### src/rtl/rv_pipe_pkg.sv
// Shared pipeline-control types: MDU FSM encoding, default widths/latencies,
// and the hazard priority-row identifiers used by the controller and its perf counters.
package rv_pipe_pkg;

    localparam int unsigned REG_AW_DEFAULT  = 5;
    localparam int unsigned DIV_LAT_DEFAULT = 32;
    localparam int unsigned CNT_W           = 8;

    typedef enum logic {
        IDLE     = 1'b0,
        MDU_BUSY = 1'b1
    } mdu_state_e;

    typedef enum logic [2:0] {
        ROW_NONE     = 3'd0,
        ROW_MEMSTALL = 3'd1,
        ROW_MDUSTALL = 3'd2,
        ROW_BRANCH   = 3'd3,
        ROW_LOADUSE  = 3'd4,
        ROW_JAL      = 3'd5
    } hazard_row_e;

    // Highest-priority hazard wins; exactly one row drives the strobes.
    function automatic hazard_row_e select_row(
        input logic memstall,
        input logic mdustall,
        input logic br_taken,
        input logic loaduse,
        input logic jal
    );
        if (memstall)      return ROW_MEMSTALL;
        else if (mdustall) return ROW_MDUSTALL;
        else if (br_taken) return ROW_BRANCH;
        else if (loaduse)  return ROW_LOADUSE;
        else if (jal)      return ROW_JAL;
        else               return ROW_NONE;
    endfunction

endpackage

### src/rtl/mdu_stall_counter.sv
// Divide-occupancy tracker: holds EX for DIV_LAT cycles per divide and pulses
// done on the release cycle. freeze (memory wait) holds both state and count.
module mdu_stall_counter
    import rv_pipe_pkg::*;
#(
    parameter int unsigned DIV_LAT = DIV_LAT_DEFAULT
) (
    input  logic clk,
    input  logic rst_n,
    input  logic start,
    input  logic freeze,
    output logic stall,
    output logic done
);

    mdu_state_e       state_q, state_d;
    logic [CNT_W-1:0] cnt_q, cnt_d;

    always_ff @(posedge clk or negedge rst_n) begin
        if (!rst_n) begin
            state_q <= IDLE;
            cnt_q   <= '0;
        end else begin
            state_q <= state_d;
            cnt_q   <= cnt_d;
        end
    end

    always_comb begin
        state_d = state_q;
        cnt_d   = cnt_q;
        stall   = 1'b0;
        done    = 1'b0;
        case (state_q)
            IDLE: begin
                if (start) begin
                    stall = 1'b1;
                    if (!freeze) begin
                        state_d = MDU_BUSY;
                        cnt_d   = CNT_W'(DIV_LAT - 1);
                    end
                end
            end
            MDU_BUSY: begin
                // start is ignored here so the held divide never re-arms.
                if (cnt_q != '0) begin
                    stall = 1'b1;
                    if (!freeze) begin
                        cnt_d = cnt_q - 1'b1;
                    end
                end else if (!freeze) begin
                    done    = 1'b1;
                    state_d = IDLE;
                end
            end
            default: begin
                state_d = IDLE;
                cnt_d   = '0;
            end
        endcase
    end

endmodule

### src/rtl/hazard_ctrl.sv
// Pipeline hazard controller: bubble/flush strobes for F/D/E/M/W from a fixed
// priority of memory wait, divide occupancy, taken branch, load-use and JAL.
// Optional perf counters are enabled with `define HAZARD_PERF_EN.
module hazard_ctrl
    import rv_pipe_pkg::*;
#(
    parameter int unsigned DIV_LAT = DIV_LAT_DEFAULT,
    parameter int unsigned REG_AW  = REG_AW_DEFAULT
) (
    input  logic              clk,
    input  logic              rst_n,
    input  logic [REG_AW-1:0] rs1D,
    input  logic [REG_AW-1:0] rs2D,
    input  logic              rs1_usedD,
    input  logic              rs2_usedD,
    input  logic [REG_AW-1:0] rdE,
    input  logic              memreadE,
    input  logic              jalD,
    input  logic              br_takenE,
    input  logic              div_startE,
    input  logic              dmem_reqM,
    input  logic              dmem_readyM,
    output logic              bubbleF,
    output logic              bubbleD,
    output logic              bubbleE,
    output logic              bubbleM,
    output logic              bubbleW,
    output logic              flushD,
    output logic              flushE,
    output logic              flushM,
    output logic              flushW,
    output logic              mdu_done
`ifdef HAZARD_PERF_EN
    ,
    output logic [31:0]       perf_loaduse,
    output logic [31:0]       perf_flush,
    output logic [31:0]       perf_memwait,
    output logic [31:0]       perf_mduwait
`endif
);

    logic        memstall;
    logic        loaduse;
    logic        mdustall;
    logic        div_done;
    hazard_row_e row;

    assign memstall = dmem_reqM & ~dmem_readyM;
    assign loaduse  = memreadE & (rdE != '0) &
                      ((rs1_usedD & (rdE == rs1D)) | (rs2_usedD & (rdE == rs2D)));
    assign row      = select_row(memstall, mdustall, br_takenE, loaduse, jalD);

    mdu_stall_counter #(
        .DIV_LAT (DIV_LAT)
    ) u_mdu (
        .clk    (clk),
        .rst_n  (rst_n),
        .start  (div_startE),
        .freeze (memstall),
        .stall  (mdustall),
        .done   (div_done)
    );

    always_comb begin
        bubbleF  = 1'b0;
        bubbleD  = 1'b0;
        bubbleE  = 1'b0;
        bubbleM  = 1'b0;
        bubbleW  = 1'b0;
        flushD   = 1'b0;
        flushE   = 1'b0;
        flushM   = 1'b0;
        flushW   = 1'b0;
        mdu_done = 1'b0;
        // Reset zeroes every pipeline register regardless of pending hazards.
        if (!rst_n) begin
            flushD = 1'b1;
            flushE = 1'b1;
            flushM = 1'b1;
            flushW = 1'b1;
        end else begin
            mdu_done = div_done;
            case (row)
                ROW_MEMSTALL: begin
                    bubbleF = 1'b1;
                    bubbleD = 1'b1;
                    bubbleE = 1'b1;
                    bubbleM = 1'b1;
                    flushW  = 1'b1;
                end
                ROW_MDUSTALL: begin
                    bubbleF = 1'b1;
                    bubbleD = 1'b1;
                    bubbleE = 1'b1;
                    flushM  = 1'b1;
                end
                ROW_BRANCH: begin
                    flushD = 1'b1;
                    flushE = 1'b1;
                end
                ROW_LOADUSE: begin
                    bubbleF = 1'b1;
                    bubbleD = 1'b1;
                    flushE  = 1'b1;
                end
                ROW_JAL: begin
                    flushD = 1'b1;
                end
                default: begin
                end
            endcase
        end
    end

`ifdef HAZARD_PERF_EN
    logic [31:0] perf_loaduse_q, perf_loaduse_d;
    logic [31:0] perf_flush_q,   perf_flush_d;
    logic [31:0] perf_memwait_q, perf_memwait_d;
    logic [31:0] perf_mduwait_q, perf_mduwait_d;

    always_comb begin
        perf_loaduse_d = perf_loaduse_q;
        perf_flush_d   = perf_flush_q;
        perf_memwait_d = perf_memwait_q;
        perf_mduwait_d = perf_mduwait_q;
        case (row)
            ROW_LOADUSE:          perf_loaduse_d = perf_loaduse_q + 32'd1;
            ROW_BRANCH, ROW_JAL:  perf_flush_d   = perf_flush_q + 32'd1;
            ROW_MEMSTALL:         perf_memwait_d = perf_memwait_q + 32'd1;
            ROW_MDUSTALL:         perf_mduwait_d = perf_mduwait_q + 32'd1;
            default: begin
            end
        endcase
    end

    always_ff @(posedge clk or negedge rst_n) begin
        if (!rst_n) begin
            perf_loaduse_q <= '0;
            perf_flush_q   <= '0;
            perf_memwait_q <= '0;
            perf_mduwait_q <= '0;
        end else begin
            perf_loaduse_q <= perf_loaduse_d;
            perf_flush_q   <= perf_flush_d;
            perf_memwait_q <= perf_memwait_d;
            perf_mduwait_q <= perf_mduwait_d;
        end
    end

    assign perf_loaduse = perf_loaduse_q;
    assign perf_flush   = perf_flush_q;
    assign perf_memwait = perf_memwait_q;
    assign perf_mduwait = perf_mduwait_q;
`endif

endmodule

### config.mk
export PLATFORM = sky130hd
export DESIGN_NAME = hazard_ctrl
export DESIGN_NICKNAME = d
export VERILOG_FILES = /design/src/rtl/rv_pipe_pkg.sv /design/src/rtl/mdu_stall_counter.sv /design/src/rtl/hazard_ctrl.sv
export SDC_FILE = /design/constraint.sdc
export NUM_CORES = 1
export LEC_CHECK = 0
export CORE_UTILIZATION = 43
export DETAILED_ROUTE_END_ITERATION = 10
export PLACE_DENSITY = 0.86
export SETUP_SLACK_MARGIN = 0.1
export SLEW_MARGIN = 40
export SYNTH_ARGS = -nofsm -noshare
export SYNTH_HDL_FRONTEND = slang
export SYNTH_SLANG_ARGS = --single-unit
### constraint.sdc
create_clock -name clk -period 2.75 [get_ports clk]
set_input_delay 0.275 -clock clk [delete_from_list [all_inputs] [get_ports clk]]
set_output_delay 0.275 -clock clk [all_outputs]
set_load 0.02 [all_outputs]
==> flow_metrics.env, run 1 <==
export IMPL_run_status="finished with violations"
export IMPL_power_per_cell_area_nw_per_um2=621
export IMPL_routabilityCongestion=0.858
export IMPL_gate_count_post_synth=93
export IMPL_failed_checks="design-rule violations"
export IMPL_register_area_um2=225
export IMPL_path_cells="nor4_4, a41o_2, a21oi_2, a21o_1, clkdlybuf4s50_1"
export IMPL_setup_repair_after_global_routing_missed_its_margin="true"
export IMPL_grt_antenna_before_repair=0
export IMPL_htree_num_levels=1
export IMPL_number_of_vias_in_the_routed_layout=886
export IMPL_grt_remaining_overflow=0
export IMPL_postSynth_topFlopCell="sky130_fd_sc_hd__dfrtp_1"
export IMPL_synth_edff_count=0
export IMPL_final_layout_size_suffix_gt1_frac=0.108
export IMPL_crit_path_top_delay_cell="sky130_fd_sc_hd__clkdlybuf4s50_1"
export IMPL_port_buffers=33
export IMPL_via_count_of_the_first_global_routing_pass=893
export IMPL_class_of_the_most_critical_hold_timing_path="primary input to async pin"
export IMPL_i_o_pin_cnt=35
export IMPL_clkSlewWorstSetupHoldPaths_ps=60
export IMPL_n_fill_cell=120
export IMPL_clockRootBuffer="sky130_fd_sc_hd__clkbuf_4"
export IMPL_synth_cell_types=35
export IMPL_start_util=0.481
export IMPL_synth_seq_cells=9
export IMPL_drv_slew=0
export IMPL_place_hpwl_mm=1.79
export IMPL_grt_met1_usage=0.319
export IMPL_clock_skew_ps=2.28
export IMPL_postSynthNetCount=119
export IMPL_drt_pass1_iterations=7
export IMPL_final_util=0.756
export IMPL_syn_area_per_cell_um2=8.06
export IMPL_critical_path_max_stage_delay_ps=530
export IMPL_groute_layer_met3_usage=0.0667
export IMPL_cap_violations=0
export IMPL_ant_nets=0
export IMPL_fin_crit_sh=0.941
export IMPL_whs_ps=357
export IMPL_route_detailed_drc=2
export IMPL_multi_input_comb_area_um2=520
export IMPL_synth_async_reset_ratio=1.00
export IMPL_pwr_share_seq=0.384
export IMPL_global_route_peak_usage_layer="met2"
export IMPL_synth_cell_area_um2=749
export IMPL_combPwrFrac=0.471
export IMPL_critical_path_endpoint_type="primary output"
export IMPL_die_w_um=43.8
export IMPL_pwr_share_clk=0.145
export IMPL_flow_area_growth_from_synthesis_pct=57.3
export IMPL_core_area_um2=1560
export IMPL_antenna_diode_count=0
export IMPL_total_switching_power_mw=0.326
export IMPL_worstPathRequired_ps=2480
export IMPL_layout_common_cells="30 x sky130_fd_sc_hd__clkdlybuf4s50_1, 10 x sky130_fd_sc_hd__nand2_1, 10 x sky130_fd_sc_hd__xnor2_1, 9 x sky130_fd_sc_hd__dfrtp_1"
export IMPL_route_final_wire_length_mm=2.28
export IMPL_count_of_buffers_added_by_post_cts_timing_repair_for_setup=0
export IMPL_global_route_usage_met2=0.451
export IMPL_yosys_warnings=0
export IMPL_hold_viol_final=0
export IMPL_number_of_nets_in_the_layout=157
export IMPL_grt_max_degree=13
export IMPL_cts_hold_buffers=0
export IMPL_cts_buffers=3
export IMPL_irDropWorstVdd_v=0.000582
export IMPL_fp_row_count=14
export IMPL_design_die_area_um2=1910
export IMPL_number_of_design_rule_violations_left_by_the_first_detailed_router_iteration=30
export IMPL_finalSetupViolations=0
export IMPL_tritoncts_num_sinks=9
export IMPL_time_the_worst_path_needs_with_i_o_delays_and_setup_ps=2590
export IMPL_tns_ps=0
export IMPL_global_routing_usage_summed_across_all_routing_layers=0.262
export IMPL_grt_pass1_wl_mm=3.76
export IMPL_worst_skew_pair_late_latency_ps=270
export IMPL_synth_yosys_seq_area_share=0.301
export IMPL_switching_share=0.445
export IMPL_die_h_um=43.8
export IMPL_layout_commonest_cell="sky130_fd_sc_hd__clkdlybuf4s50_1"
export IMPL_critPathArrivalTime_ps=2310
export IMPL_drt_wirelength_per_cell_um=15.6
export IMPL_timing_worst_setup_path_type="flop to primary output"
export IMPL_power_static_leakage_nw=0.458
export IMPL_tritoncts="yes"
export IMPL_totalPowerFinal_mw=0.732
export IMPL_vias_per_cell=6.07
export IMPL_critPathMaxFanout=10
export IMPL_power_report_internal_total_mw=0.406
export IMPL_max_clock_freq_ghz=0.386
export IMPL_cts_path_max_buffers=2
export IMPL_crit_path_start_kind="flop"
-- final cells by class --
type	count	area share
Clock buffer	4	0.0223
Multi-Input combinational cell	75	0.442
Tap cell	16	0.0170
Sequential cell	9	0.191
Timing Repair Buffer	39	0.318
Inverter	3	0.00955
-- synth_stat cells, types with 2 or more instances --
cell | instances | area (µm²)
sky130_fd_sc_hd__nor3_1 | 6 | 30.0
sky130_fd_sc_hd__xnor2_1 | 10 | 87.6
sky130_fd_sc_hd__nor2_1 | 5 | 18.8
sky130_fd_sc_hd__nand2_1 | 10 | 37.5
sky130_fd_sc_hd__nor4_1 | 3 | 18.8
sky130_fd_sc_hd__nand2b_1 | 3 | 18.8
sky130_fd_sc_hd__nand3_1 | 2 | 10.0
sky130_fd_sc_hd__and4_1 | 2 | 17.5
sky130_fd_sc_hd__buf_4 | 2 | 15.0
sky130_fd_sc_hd__or3_1 | 2 | 12.5
sky130_fd_sc_hd__dfrtp_1 | 9 | 225
sky130_fd_sc_hd__a21oi_1 | 3 | 15.0
sky130_fd_sc_hd__nand4_1 | 2 | 12.5
sky130_fd_sc_hd__a31oi_1 | 2 | 12.5
sky130_fd_sc_hd__o31ai_1 | 4 | 30.0
sky130_fd_sc_hd__clkbuf_1 | 2 | 7.51
sky130_fd_sc_hd__o21ai_0 | 3 | 15.0
sky130_fd_sc_hd__inv_1 | 3 | 11.3
sky130_fd_sc_hd__or4_1 | 4 | 30.0
-- power by group through the flow --
stage               Sequential (mW)  Clock [mW]  Combinational, mW
floorplan                     0.232           0              0.225
global placement              0.258           0              0.300
detailed placement            0.263           0              0.322
CTS                           0.274       0.107              0.328
global route                  0.290       0.117              0.384
finish                        0.281       0.106              0.345
-- worst paths after layout --
kind / startpoint / end / slack (ps) / cells after the start
worst max-delay path: u_mdu.cnt_q[5]$_DFFE_PN0P_ / bubbleF / 160 / 5
worst min-delay path: rst_n / u_mdu.cnt_q[5]$_DFFE_PN0P_ / 360 / 2
worst max register to register: u_mdu.cnt_q[3]$_DFFE_PN0P_ / u_mdu.cnt_q[5]$_DFFE_PN0P_ / 920 / 4
worst min register to register: u_mdu.cnt_q[7]$_DFFE_PN0P_ / u_mdu.state_q$_DFF_PN0_ / 590 / 2
max in group asynchronous: rst_n / u_mdu.state_q$_DFF_PN0_ / 2240 / 2
min in group clk: u_mdu.cnt_q[7]$_DFFE_PN0P_ / u_mdu.state_q$_DFF_PN0_ / 590 / 2
-- state kept, by name, indices dropped and copies added (netlist names) --
register	cells
u_mdu.cnt_q	8
u_mdu.state_q	1
-- cells by family after synthesis --
logic type / count (synthesis) / share of synthesized area
AOI/OAI and AO/OA: 22 / 0.209
xor gates and xnor gates: 10 / 0.117
adders and majority gates: 1 / 0.0167
buffers and inverters: 9 / 0.0584
DFF: 9 / 0.301
other: 1 / 0.00500
and+or+nand+nor: 41 / 0.294
-- critical path: cells and delay by family (launching register included) --
kind / cells / cell delay (ps)
flops: 1 / 430
simple gates: 1 / 420
buf+inv: 1 / 530
compound gates: 3 / 660
-- repair_timing --
item                       CTS  global route
setup endpoints to repair    5             3
resized for setup            5             5
pin swaps                    0             1
-- routing by layer --
| metal | vias up | routed length (µm) |
|---|---|---|
| met5 | - | 0 |
| met3 | 4 | 117 |
| met1 | 423 | 927 |
| li1 | 422 | - |
| met2 | 37 | 1210 |
| met4 | 0 | 24 |
-- metrics by stage --
step / area (µm²) / setup slack [ps] / cells
floorplan: 749 / 488 / 93
global placement: 1110 / 108 / 142
detailed placement: 1110 / -4.70 / 142
CTS: 1160 / 25.3 / 146
global route: 1180 / 96.9 / 146
finish: 1180 / 162 / 146
(Power assumes the default switching activity.)
==> inputs of run 2 (changes only) <==
--- a/config.mk
+++ b/config.mk
@@ -7,9 +7,11 @@
 export LEC_CHECK = 0
 export CORE_UTILIZATION = 43
 export DETAILED_ROUTE_END_ITERATION = 10
-export PLACE_DENSITY = 0.86
+export MAX_ROUTING_LAYER = met4
+export PLACE_DENSITY = 0.83
 export SETUP_SLACK_MARGIN = 0.1
 export SLEW_MARGIN = 40
 export SYNTH_ARGS = -nofsm -noshare
 export SYNTH_HDL_FRONTEND = slang
 export SYNTH_SLANG_ARGS = --single-unit
+export TNS_END_PERCENT = 50
==> run 2 against run 1 <==
The flow still finishes with violations (design-rule violations). Cell count is 0.68% higher. Sequential power hardly changed. First-iteration DRC count is 6.7% lower. Global-route usage is 0.31 points higher. Hold slack worse by 24 ps. Count of clock-buffer cells in the layout stayed put. Sequential share of layout area is 0.14 points higher. Sequential cell count stayed put. Combinational power is 3% lower. Clock skew is 5.8 ps higher. Fmax is 0.66% lower. Final area is 0.74% lower. Critical endpoint unchanged. Largest cell class unchanged.
==> flow_metrics.env, run 2 (same netlist as run 1, synthesis figures left out) <==
export IMPL_grt_antenna_before_repair=0
export IMPL_run_status="finished with violations"
export IMPL_critPathMaxFanout=6
export IMPL_critical_path_max_stage_delay_ps=610
export IMPL_timing_worst_setup_path_type="flop to primary output"
export IMPL_n_fill_cell=120
export IMPL_flow_area_growth_from_synthesis_pct=56.1
export IMPL_r2r_end="u_mdu.cnt_q[5]$_DFFE_PN0P_"
export IMPL_worst_skew_pair_late_latency_ps=270
export IMPL_port_buffers=33
export IMPL_hold_viol_final=0
export IMPL_drt_wirelength_per_cell_um=14.4
export IMPL_register_area_um2=225
export IMPL_path_cells="inv_1, ha_1, a41o_2, a21oi_1, a21o_1, clkdlybuf4s50_1"
export IMPL_grt_remaining_overflow=0
export IMPL_finalSetupViolations=0
export IMPL_htree_num_levels=1
export IMPL_critPathArrivalTime_ps=2330
export IMPL_global_routing_usage_summed_across_all_routing_layers=0.265
export IMPL_tns_ps=0
export IMPL_max_clock_freq_ghz=0.384
export IMPL_i_o_pin_cnt=35
export IMPL_clockRootBuffer="sky130_fd_sc_hd__clkbuf_4"
export IMPL_worstPathRequired_ps=2480
export IMPL_fp_row_count=14
export IMPL_setup_repair_after_global_routing_missed_its_margin="true"
export IMPL_tritoncts="yes"
export IMPL_tritoncts_num_sinks=9
export IMPL_drv_slew=0
export IMPL_grt_pass1_wl_mm=3.54
export IMPL_cap_violations=0
export IMPL_routabilityCongestion=0.796
export IMPL_clock_skew_ps=8.09
export IMPL_power_static_leakage_nw=0.462
export IMPL_largest_register="u_mdu.cnt_q"
export IMPL_place_hpwl_mm=1.66
export IMPL_flip_flop_count_of_the_largest_register_after_layout=8
export IMPL_crit_path_top_delay_cell="sky130_fd_sc_hd__clkdlybuf4s50_1"
export IMPL_reg_top3="u_mdu.cnt_q x8, u_mdu.state_q x1"
export IMPL_crit_path_start_kind="flop"
export IMPL_reg2reg_depth=6
export IMPL_time_the_worst_path_needs_with_i_o_delays_and_setup_ps=2600
export IMPL_grt_max_degree=13
export IMPL_vias_per_cell=5.87
export IMPL_layout_common_cells="31 x sky130_fd_sc_hd__clkdlybuf4s50_1, 10 x sky130_fd_sc_hd__nand2_1, 10 x sky130_fd_sc_hd__xnor2_1, 9 x sky130_fd_sc_hd__dfrtp_1, 7 x sky130_fd_sc_hd__buf_4"
export IMPL_drt_pass1_iterations=7
export IMPL_design_die_area_um2=1910
export IMPL_cts_path_max_buffers=2
export IMPL_cp_top_family="buffers and inverters"
export IMPL_number_of_design_rule_violations_left_by_the_first_detailed_router_iteration=28
export IMPL_clkSlewWorstSetupHoldPaths_ps=70
export IMPL_die_w_um=43.8
export IMPL_crit_buf_inv=2
export IMPL_worst_case_register_to_register_setup_slack_ps=840
export IMPL_final_util=0.750
export IMPL_irDropWorstVdd_v=0.000622
export IMPL_multi_input_comb_area_um2=503
export IMPL_start_util=0.481
export IMPL_cts_buffers=3
export IMPL_route_detailed_drc=1
export IMPL_via_count_of_the_first_global_routing_pass=839
export IMPL_count_of_buffers_added_by_post_cts_timing_repair_for_setup=0
export IMPL_die_h_um=43.8
export IMPL_route_final_wire_length_mm=2.12
export IMPL_layout_commonest_cell="sky130_fd_sc_hd__clkdlybuf4s50_1"
export IMPL_number_of_nets_in_the_layout=158
export IMPL_core_area_um2=1560
export IMPL_failed_checks="design-rule violations"
export IMPL_ant_nets=0
export IMPL_worst_r2r_startpoint="u_mdu.cnt_q[0]$_DFFE_PN0P_"
export IMPL_fin_crit_sh=0.947
export IMPL_final_layout_size_suffix_gt1_frac=0.0992
export IMPL_number_of_vias_in_the_routed_layout=863
export IMPL_power_per_cell_area_nw_per_um2=616
export IMPL_class_of_the_most_critical_hold_timing_path="primary input to async pin"
export IMPL_critical_path_endpoint_type="primary output"
export IMPL_antenna_diode_count=0
[run 2: changes by cell type in the layout (fill, tap and decap cells not counted)]
| cell | previous run | this run |
|---|---|---|
| sky130_fd_sc_hd__ha_1 | 0 | 1 |
| sky130_fd_sc_hd__a21oi_2 | 1 | 0 |
| sky130_fd_sc_hd__a41oi_2 | 0 | 1 |
| sky130_fd_sc_hd__buf_4 | 6 | 7 |
| sky130_fd_sc_hd__dlygate4sd2_1 | 2 | 1 |
| sky130_fd_sc_hd__ha_2 | 1 | 0 |
| sky130_fd_sc_hd__a41oi_4 | 1 | 0 |
| sky130_fd_sc_hd__a21oi_1 | 2 | 3 |
| sky130_fd_sc_hd__clkdlybuf4s50_1 | 30 | 31 |
[run 2: area by class of cell]
cell class | instances | share of cell area
Clock buffer | 4 | 0.0225
Inverter | 3 | 0.00963
Multi-Input combinational cell | 75 | 0.430
Sequential cell | 9 | 0.193
Tap cell | 16 | 0.0171
Timing Repair Buffer | 40 | 0.328
[run 2: how the worst max path moves through the flow]
stage	end	cells after the start	slack, ps	start
CTS	flushE	6	80	rdE[1]
finish	bubbleF	6	150	u_mdu.cnt_q[0]$_DFFE_PN0P_
floorplan	flushD	5	490	u_mdu.cnt_q[3]$_DFFE_PN0P_
global placement	flushD	6	80	rdE[1]
detailed placement	flushD	6	8	rdE[1]
global route	bubbleF	6	60	u_mdu.cnt_q[0]$_DFFE_PN0P_
[run 2: routing by layer]
metal	global-route usage	routed length, µm	up-vias
met1	0.318	852	385
met3	0.0625	140	6
met4	0.113	45	0
met2	0.424	1080	46
li1	-	-	426
met5	-	0	-
[run 2: through the flow]
stage / instances / hold slack [ps] / power, mW / setup WS [ps] / area [µm²]
after floorplan: 93 / -20.6 / 0.458 / 488 / 749
after global placement: 143 / 543 / 0.569 / 82.6 / 1120
after detailed placement: 143 / 548 / 0.588 / 8.07 / 1120
after CTS: 147 / 331 / 0.707 / 81.1 / 1160
after global routing: 147 / 344 / 0.777 / 59.5 / 1170
final: 147 / 333 / 0.720 / 145 / 1170
[run 2: power by group]
group | internal (mW) | leakage, nW | switching (mW)
Sequential | 0.188 | 0.104 | 0.0894
Combinational | 0.163 | 0.344 | 0.173
Clock | 0.0561 | 0.0150 | 0.0507
[run 2: worst reg2reg max path, cell delays in order (launching register included)]
cell and delay (ps):
sky130_fd_sc_hd__dfrtp_1 420, sky130_fd_sc_hd__inv_1 80, sky130_fd_sc_hd__ha_1 290, sky130_fd_sc_hd__a41o_2 260, sky130_fd_sc_hd__buf_4 170, sky130_fd_sc_hd__or4_1 470
sky130_fd_sc_hd__a21boi_1 160
[run 2: repair_timing]
| item | CTS | global route |
|---|---|---|
| hold endpoints to repair | 0 | 0 |
| hold buffers | 0 | 0 |
| endpoints found under the setup margin | 3 | 3 |
| resized for setup | 3 | 3 |
